<file path="config.mk">
export PLATFORM = sky130hd
export DESIGN_NAME = cube_move_engine
export DESIGN_NICKNAME = d
export VERILOG_FILES = /design/src/rtl/cube_move_engine.sv
export SDC_FILE = /design/constraint.sdc
export NUM_CORES = 1
export LEC_CHECK = 0
export BUFFER_PORTS_ARGS = -buffer_cell sky130_fd_sc_hd__buf_2
export CAP_MARGIN = 5
export CORE_ASPECT_RATIO = 1.4
export CORE_MARGIN = 5
export CORE_UTILIZATION = 53
export CTS_CLUSTER_DIAMETER = 150
export DETAILED_ROUTE_END_ITERATION = 8
export PLACE_DENSITY = 0.73
export SYNTH_ARGS = -nofsm -noshare
export SYNTH_HDL_FRONTEND = slang
export SYNTH_SLANG_ARGS = --single-unit
</file>
<file path="constraint.sdc">
create_clock -name clk -period 5.09 [get_ports clk]
set_input_delay 1.018 -clock clk [delete_from_list [all_inputs] [get_ports clk]]
set_output_delay 1.018 -clock clk [all_outputs]
set_load 0.02 [all_outputs]
</file>
<file path="src/rtl/cube_move_engine.sv">
// Rubik's cube move engine: holds a 54-sticker working state and applies
// face turns one CW quarter turn per clock. A frame-synchronised snapshot is
// exposed for display, so the display never shows a half-finished move.
module cube_move_engine (
   input  logic         clk,
   input  logic         rst,
   input  logic         move_valid,
   input  logic [2:0]   move_face,
   input  logic [1:0]   move_dir,
   output logic         move_ready,
   input  logic         solve_req,
   input  logic         frame_sync,
   output logic [161:0] color,
   output logic         move_done,
   output logic         move_err,
   output logic [15:0]  move_count,
   output logic         solved
);

   localparam int unsigned N_FACE    = 6;
   localparam int unsigned N_POS     = 9;
   localparam int unsigned N_STK     = N_FACE * N_POS;
   localparam int unsigned CODE_W    = 3;
   localparam int unsigned VEC_W     = N_STK * CODE_W;
   localparam int unsigned CNT_W     = 16;
   localparam logic [CNT_W-1:0] CNT_MAX = '1;

   // Solved cube: every sticker carries the colour code of its own face.
   function automatic logic [VEC_W-1:0] solved_pattern();
      logic [VEC_W-1:0] p;
      p = '0;
      for (int k = 0; k < int'(N_STK); k++) begin
         p[CODE_W*k +: CODE_W] = CODE_W'(k / int'(N_POS));
      end
      return p;
   endfunction

   localparam logic [VEC_W-1:0] SOLVED = solved_pattern();

   // Own-face 4-cycles of a CW quarter turn (corners, then edges).
   localparam int unsigned CORNER [4] = '{0, 2, 8, 6};
   localparam int unsigned EDGE   [4] = '{1, 5, 7, 3};

   // Adjacent strips per face (absolute sticker indices), four strips of
   // three; a CW turn moves strip i into strip i+1 (wrapping 3 -> 0).
   localparam int unsigned STRIP [6][12] = '{
      '{18, 19, 20,   9, 10, 11,  36, 37, 38,  27, 28, 29},  // U
      '{ 0,  3,  6,  18, 21, 24,  45, 48, 51,  44, 41, 38},  // L
      '{ 6,  7,  8,  27, 30, 33,  47, 46, 45,  17, 14, 11},  // F
      '{20, 23, 26,   2,  5,  8,  42, 39, 36,  47, 50, 53},  // R
      '{ 2,  1,  0,   9, 12, 15,  51, 52, 53,  35, 32, 29},  // B
      '{24, 25, 26,  33, 34, 35,  42, 43, 44,  15, 16, 17}   // D
   };

   typedef enum logic {IDLE, TURN} state_t;

   state_t           state;
   logic [VEC_W-1:0] work;
   logic [VEC_W-1:0] turned;
   logic [2:0]       face_q;
   logic [1:0]       turns_left;
   logic             move_ok;
   logic [1:0]       turns_init;

   // Decode the incoming request: legality and number of CW quarter turns.
   always_comb begin
      move_ok    = (move_face < 3'(N_FACE)) && (move_dir != 2'b11);
      turns_init = 2'd3;
      case (move_dir)
         2'b00:   turns_init = 2'd1;
         2'b10:   turns_init = 2'd2;
         default: turns_init = 2'd3;
      endcase
   end

   // Working state after one CW quarter turn of the latched face.
   always_comb begin
      turned = work;
      for (int f = 0; f < int'(N_FACE); f++) begin
         if (face_q == 3'(f)) begin
            for (int i = 0; i < 4; i++) begin
               turned[CODE_W*(f*int'(N_POS) + int'(CORNER[(i+1)%4])) +: CODE_W] =
                  work[CODE_W*(f*int'(N_POS) + int'(CORNER[i])) +: CODE_W];
               turned[CODE_W*(f*int'(N_POS) + int'(EDGE[(i+1)%4])) +: CODE_W] =
                  work[CODE_W*(f*int'(N_POS) + int'(EDGE[i])) +: CODE_W];
               for (int j = 0; j < 3; j++) begin
                  turned[CODE_W*int'(STRIP[f][((i+1)%4)*3 + j]) +: CODE_W] =
                     work[CODE_W*int'(STRIP[f][i*3 + j]) +: CODE_W];
               end
            end
         end
      end
   end

   // Move FSM, working state, display snapshot and status outputs.
   always_ff @(posedge clk or negedge rst) begin
      if (!rst) begin
         state      <= IDLE;
         work       <= SOLVED;
         color      <= SOLVED;
         face_q     <= '0;
         turns_left <= '0;
         move_ready <= 1'b1;
         move_done  <= 1'b0;
         move_err   <= 1'b0;
         move_count <= '0;
      end else begin
         move_done <= 1'b0;
         move_err  <= 1'b0;
         case (state)
            IDLE: begin
               if (solve_req) begin
                  work       <= SOLVED;
                  move_count <= '0;
               end else if (move_valid) begin
                  if (move_ok) begin
                     face_q     <= move_face;
                     turns_left <= turns_init;
                     state      <= TURN;
                     move_ready <= 1'b0;
                  end else begin
                     move_err <= 1'b1;
                  end
               end
               // Snapshot reflects this cycle's solve load, if any.
               if (frame_sync) begin
                  color <= solve_req ? SOLVED : work;
               end
            end
            TURN: begin
               work       <= turned;
               turns_left <= turns_left - 2'd1;
               if (turns_left == 2'd1) begin
                  state      <= IDLE;
                  move_ready <= 1'b1;
                  move_done  <= 1'b1;
                  if (move_count != CNT_MAX) begin
                     move_count <= move_count + CNT_W'(1);
                  end
               end
            end
            default: state <= IDLE;
         endcase
      end
   end

   // Solved flag tracks the live working state, not the display copy.
   assign solved = (work == SOLVED);

endmodule

</file>
======== Word level (Yosys, flattened, before mapping) ========
Index checks and enable logic that the tools add are counted.
W data, S select, Z words.
cells by class
  add/sub/neg operators ................... 2
  multipliers ............................. 0
  divide/modulo/power cells ............... 0
  $lt $le $gt $ge ......................... 1
  equality and inequality tests ........... 36
  shift operators ......................... 0
  mux-type cells .......................... 78
  bitwise logic cells ..................... 2
  reduce and logical (&&, ||, !) cells .... 8
operators by type and width
  kind                      number
  $pmux W162 S2             1
  $eq A162 B162 Y1 const B  1
  $mux W162                 1
  $mux W15                  6
  $mux W9                   10
  $mux W3                   28
  $mux W12                  4
  $mux W16                  3
  $mux W21                  2
  $ne A3 B1 Y1 const B      12
  $ne A4 B1 Y1 const B      8
  $pmux W16 S2              1
  $add A16 B1 Y16 const B   1
  $ne A16 B16 Y1 const B    1
  $mux W1                   14
  $ne A2 B2 Y1 const B      5
  $pmux W2 S2               2
  $reduce_and A4 Y1         2
  $eq A3 B2 Y1 const B      2
  $eq A3 B3 Y1 const B      2
  $mux W2                   3
  $mux W6                   1
  $reduce_and A3 Y1         2
  $ne A2 B1 Y1 const B      2
  11 further kinds          13
word-level totals
  flip-flop bits (word level) ............. 349
  latch bits .............................. 0
  memory bits (writable) .................. 0
  memory bits (read-only) ................. 0
  output and inout bits ................... 182
  logic and storage cells ................. 156
  memories kept ........................... 0

======== Longest topological paths before layout ========
  word-level depth ........................ 6
  gate-level depth with buffers ........... 7
  gate-level depth less buffers ........... 6

======== Least setup slack after synthesis ========
No wires, ideal clock.
  path type ............................... register to output
  start ................................... register work[140]
  end ..................................... output port solved
  arrival ................................. 1460 ps
  data required time ...................... 4072 ps
  setup slack ............................. 2612 ps
  stages on the path, launching flop included .. 5
  cells stage by stage .................... dfstp_2 > nor4bb_1 > nand4_1 > nor4_1 > and4_1
on the way
  cells in the longest elaborated chain, start to end .. 1
ends and longest elaborated chain
  element                 line  text
  from (decl)             58    logic [VEC_W-1:0] work;
  from (signal assigned)  131   work <= turned;
  $eq A162 B162 Y1        148   assign solved = (work == SOLVED);
  to (decl)               17    output logic solved
No other way between the ends.

======== Worst setup path in the final report ========
  start ................................... register work[21]
  end ..................................... output port solved
Same word-level chain as after synthesis.

==> summary.txt <==
======================================================================================================
Power per standard cell area ............................................................  709 mW/mm^2
Switching power share of the total ......................................................        45.8%
DIE HEIGHT ..............................................................................       220 um
CTS tree ................................................................................          yes
Clock tree root buffer cell ............................................................. sky130_fd_sc_hd__clkbuf_16
Unrepaired setup endpoints after global routing .........................................        false
Type of the setup path with the least slack .............................................   reg -> out
Initial antenna violation count .........................................................            2
Transition time of the tightest slew-check pin ..........................................      1.15 ns
Clock insertion delay at the later pin of the skew report ...............................      0.55 ns
Achievable frequency ....................................................................      257 MHz
Sequential share of power ...............................................................        40.8%
Most common cell after layout, fill and taps aside ...................................... sky130_fd_sc_hd__nand2_1
Residual DRC count ......................................................................            0
Routability-driven placement congestion ratio ...........................................         1.10
Post-placement cell area ................................................................  0.0179 mm^2
Net switching power figure ..............................................................      6170 uW
Net total in the final layout ...........................................................        1,930
CP endpoint .............................................................................       solved
Met2 layer usage reported by global route ...............................................        57.0%
Synth-to-layout area growth .............................................................        14.0%
Vias per cell ...........................................................................         6.45
Die Span X ..............................................................................       160 um
Capture instance of the worst register-to-register path .................................     work[86]
Fraction of registers with async set or reset after synthesis ...........................         100%
Max-slew violation count ................................................................            0
Pin count of the biggest net entering global routing ....................................          138
Post-synth design cell area .............................................................  0.0167 mm^2
Clock transition at the register clock pins on the worst setup and hold paths after CTS .      0.06 ns
DRT Pass-1 Iters ........................................................................            6
Origin of the critical flop-to-flop path ................................................    face_q[1]
Setup Total Neg Slack ...................................................................         0 ns
Io pins .................................................................................          192
Setup Viol. Count Final .................................................................            0
Clock sinks .............................................................................          349
Hold/Removal Path Class .................................................................   reg -> reg
Worst R2R Setup Slack ...................................................................      1.95 ns
Post-Route Skew .........................................................................    0.0182 ns
Synthesized area divided by synthesized cell count ......................................    9.31 um^2
Antenna cell count ......................................................................            0
Aggregate global-route resource usage ...................................................        36.6%
Clock share of power ....................................................................        19.4%
Endpoints failing hold ..................................................................            0
Vias in the first global route ..........................................................       14,800
Total grt overflow ......................................................................            0
Post CTS Setup Buffer Count .............................................................            0
Critical-path maximum fanout ............................................................            5
Met1 usage ..............................................................................        44.9%
Gates resized, CTS repair ...............................................................            0
# fillers ...............................................................................        2,745
CTS H-tree lvls .........................................................................            2
Internal power summed over all cells ....................................................      7320 uW
Most crowded layer after global routing .................................................         met2
Final routed wirelength across all metal layers .........................................    64,800 um
Commonest cells after routing, fill and taps aside ...................................... sky130_fd_sc_hd__nand2_1, sky130_fd_sc_hd__dfrtp_1, sky130_fd_sc_hd__o21ai_0, sky130_fd_sc_hd__nor2_1, sky130_fd_sc_hd__buf_2
Iteration-0 DRC Markers .................................................................        1,712
I/O Buffers .............................................................................          191
Total of warnings raised by yosys .......................................................            0
Core area ...............................................................................  0.0313 mm^2
Sequential cell area fraction in the yosys report .......................................        53.3%
VDD IR-drop max .........................................................................     0.607 mV
Avg WL per Cell .........................................................................      27.7 um
Gate count of the mapped netlist ........................................................        1,792
Arrival @ worst endpoint ................................................................      2.88 ns
Number of distinct library cells after synthesis ........................................           63
Global-route wire length before repair ..................................................    96,900 um
Row Count ...............................................................................           77
Fin area ................................................................................  0.0190 mm^2
Hold buffer count at cts ................................................................            0
Max transition margin ...................................................................        23.3%
Global routing usage on met3 ............................................................        8.55%
CP startpoint ...........................................................................     work[21]
Placed wire-length estimate .............................................................    45,300 um
Area enclosed by the die boundary .......................................................  0.0352 mm^2
Comb pwr share ..........................................................................        39.9%
Tcrit/Tclk final ........................................................................        76.6%
Starting density of the core ............................................................        53.3%
Synth Flop Type ......................................................................... sky130_fd_sc_hd__dfrtp_1
Maximum Capacitance Violations ..........................................................            0
Power Total .............................................................................    13,500 uW
Worst setup slack after layout ..........................................................      1.19 ns
Largest buffer count on any clock path ..................................................            3
Total of flip-flops plus latches after synthesis ........................................          349
Worst R2R Path Depth ....................................................................            5
Final core area utilization .............................................................        60.8%
Post-synthesis net count ................................................................        1,804
Leakage component of the power ..........................................................   0.00862 uW
Pre-CTS setup slack .....................................................................      1.89 ns
Endpoint required time on the critical path .............................................      4.07 ns
Number of flops mapped to enable cells by yosys .........................................            0
Vias after detailed routing .............................................................       15,100
Result of the run .......................................................................    completed
Type of destination of the critical path ................................................  output port
Number of buffers created by CTS ........................................................           35
Type of element launching the critical path .............................................    flip-flop
Minimum clock period after layout .......................................................      3.90 ns
Remaining antenna violation count after routing .........................................            0
Share of final-layout standard cells stronger than drive strength 1 .....................        23.5%
======================================================================================================
-- how the worst min path moves through the flow --
stage                        startpoint            end  slack, ns  cells after the start
after detailed placement     move_ready     move_ready       0.46                      2
final                        move_ready     move_ready       0.47                      2
after global routing         move_ready     move_ready       0.48                      2
after floorplan           turns_left[1]  turns_left[1]       0.45                      2
after global placement       move_ready     move_ready       0.45                      2
after CTS                    move_ready     move_ready       0.47                      2
-- cell usage after synthesis (4+ instances only) --
library cell | n | area [um^2]
sky130_fd_sc_hd__inv_1 | 8 | 30.0
sky130_fd_sc_hd__nor2_1 | 201 | 754
sky130_fd_sc_hd__a31o_2 | 25 | 219
sky130_fd_sc_hd__a31oi_1 | 34 | 213
sky130_fd_sc_hd__nand3_1 | 17 | 85.1
sky130_fd_sc_hd__nand2b_1 | 17 | 106
sky130_fd_sc_hd__a221oi_1 | 9 | 78.8
sky130_fd_sc_hd__o2bb2ai_1 | 11 | 96.3
sky130_fd_sc_hd__nor4bb_1 | 9 | 90.1
sky130_fd_sc_hd__o21a_1 | 6 | 45.0
sky130_fd_sc_hd__nor3_1 | 12 | 60.1
sky130_fd_sc_hd__and4b_1 | 4 | 40.0
sky130_fd_sc_hd__mux2i_1 | 85 | 851
sky130_fd_sc_hd__nand2_1 | 386 | 1450
sky130_fd_sc_hd__a21o_1 | 7 | 52.6
sky130_fd_sc_hd__buf_1 | 16 | 60.1
sky130_fd_sc_hd__buf_2 | 32 | 160
sky130_fd_sc_hd__nor2b_1 | 9 | 56.3
sky130_fd_sc_hd__mux2_2 | 11 | 124
sky130_fd_sc_hd__a21oi_1 | 39 | 195
sky130_fd_sc_hd__dfrtp_1 | 222 | 5560
sky130_fd_sc_hd__o21ai_0 | 206 | 1030
sky130_fd_sc_hd__a211oi_1 | 35 | 263
sky130_fd_sc_hd__a311oi_1 | 6 | 52.6
sky130_fd_sc_hd__nand4_1 | 20 | 125
sky130_fd_sc_hd__and4_1 | 6 | 52.6
sky130_fd_sc_hd__o22a_1 | 18 | 158
sky130_fd_sc_hd__clkbuf_1 | 79 | 297
sky130_fd_sc_hd__a22oi_1 | 17 | 128
sky130_fd_sc_hd__o21ai_1 | 6 | 30.0
sky130_fd_sc_hd__nor4b_1 | 15 | 131
sky130_fd_sc_hd__nor4_1 | 8 | 50.1
sky130_fd_sc_hd__dfstp_2 | 127 | 3340
sky130_fd_sc_hd__buf_4 | 5 | 37.5
sky130_fd_sc_hd__a22o_1 | 17 | 149
sky130_fd_sc_hd__and2_1 | 17 | 106
sky130_fd_sc_hd__o211ai_1 | 4 | 30.0
sky130_fd_sc_hd__and3_1 | 4 | 25.0
-- power by group through the flow --
stage                     sequential [uW]  clock (uW)  combinational, uW
after detailed placement             5430           0               5280
after global routing                 5520        2750               5790
after floorplan                      5270           0               3130
final                                5500        2610               5380
after global placement               5410           0               5230
after CTS                            5390        2640               5300
-- flip-flops by register name (all words and copies together), names as in the netlist --
signal      flops
face_q          3
move_err        1
move_done       1
color         162
state           1
move_count     16
move_ready      1
work          162
turns_left      2
-- stage by stage --
step | hold WS [ns] | cells
final | 0.469 | 2340
after global routing | 0.482 | 2340
after CTS | 0.469 | 2340
after detailed placement | 0.458 | 2276
after global placement | 0.451 | 2276
after floorplan | 0.450 | 1792
-- cells by family after synthesis --
| family | count (synthesis) | synth area share [%] |
|---|---|---|
| DFF | 349 | 53.3 |
| muxes | 96 | 5.84 |
| buffers and inverters | 141 | 3.52 |
| and+or+nand+nor | 741 | 19.6 |
| adders and majority gates | 2 | 0.150 |
| AOI/OAI and AO/OA | 463 | 17.6 |
-- per-layer routing --
metal / wire [um] / share of wire, % / vias to the layer above
li1: - / - / 6547
met1: 23500 / 36 / 7272
met2: 29000 / 45 / 977
met3: 6490 / 10 / 296
met4: 5780 / 8.9 / 4
met5: 30 / 0.046 / -
-- area by class of cell --
type | count | area [um^2] | share of cell area [%]
Clock buffer | 46 | 967 | 5.08
Sequential cell | 349 | 8890 | 46.7
Multi-Input combinational cell | 1302 | 7230 | 38.0
Timing Repair Buffer | 221 | 1240 | 6.52
Tap cell | 395 | 494 | 2.60
Clock inverter | 18 | 169 | 0.888
Inverter | 9 | 33.8 | 0.178
-- worst max-delay path, cell delays in order, from the launching register on --
cell and delay (ns):
sky130_fd_sc_hd__dfrtp_1 0.51, sky130_fd_sc_hd__nor4_1 0.82, sky130_fd_sc_hd__nand4_1 0.19, sky130_fd_sc_hd__nor4_1 0.33, sky130_fd_sc_hd__and4_1 0.31, sky130_fd_sc_hd__buf_2 0.20
No activity file was read; power rests on OpenSTA's default activity.
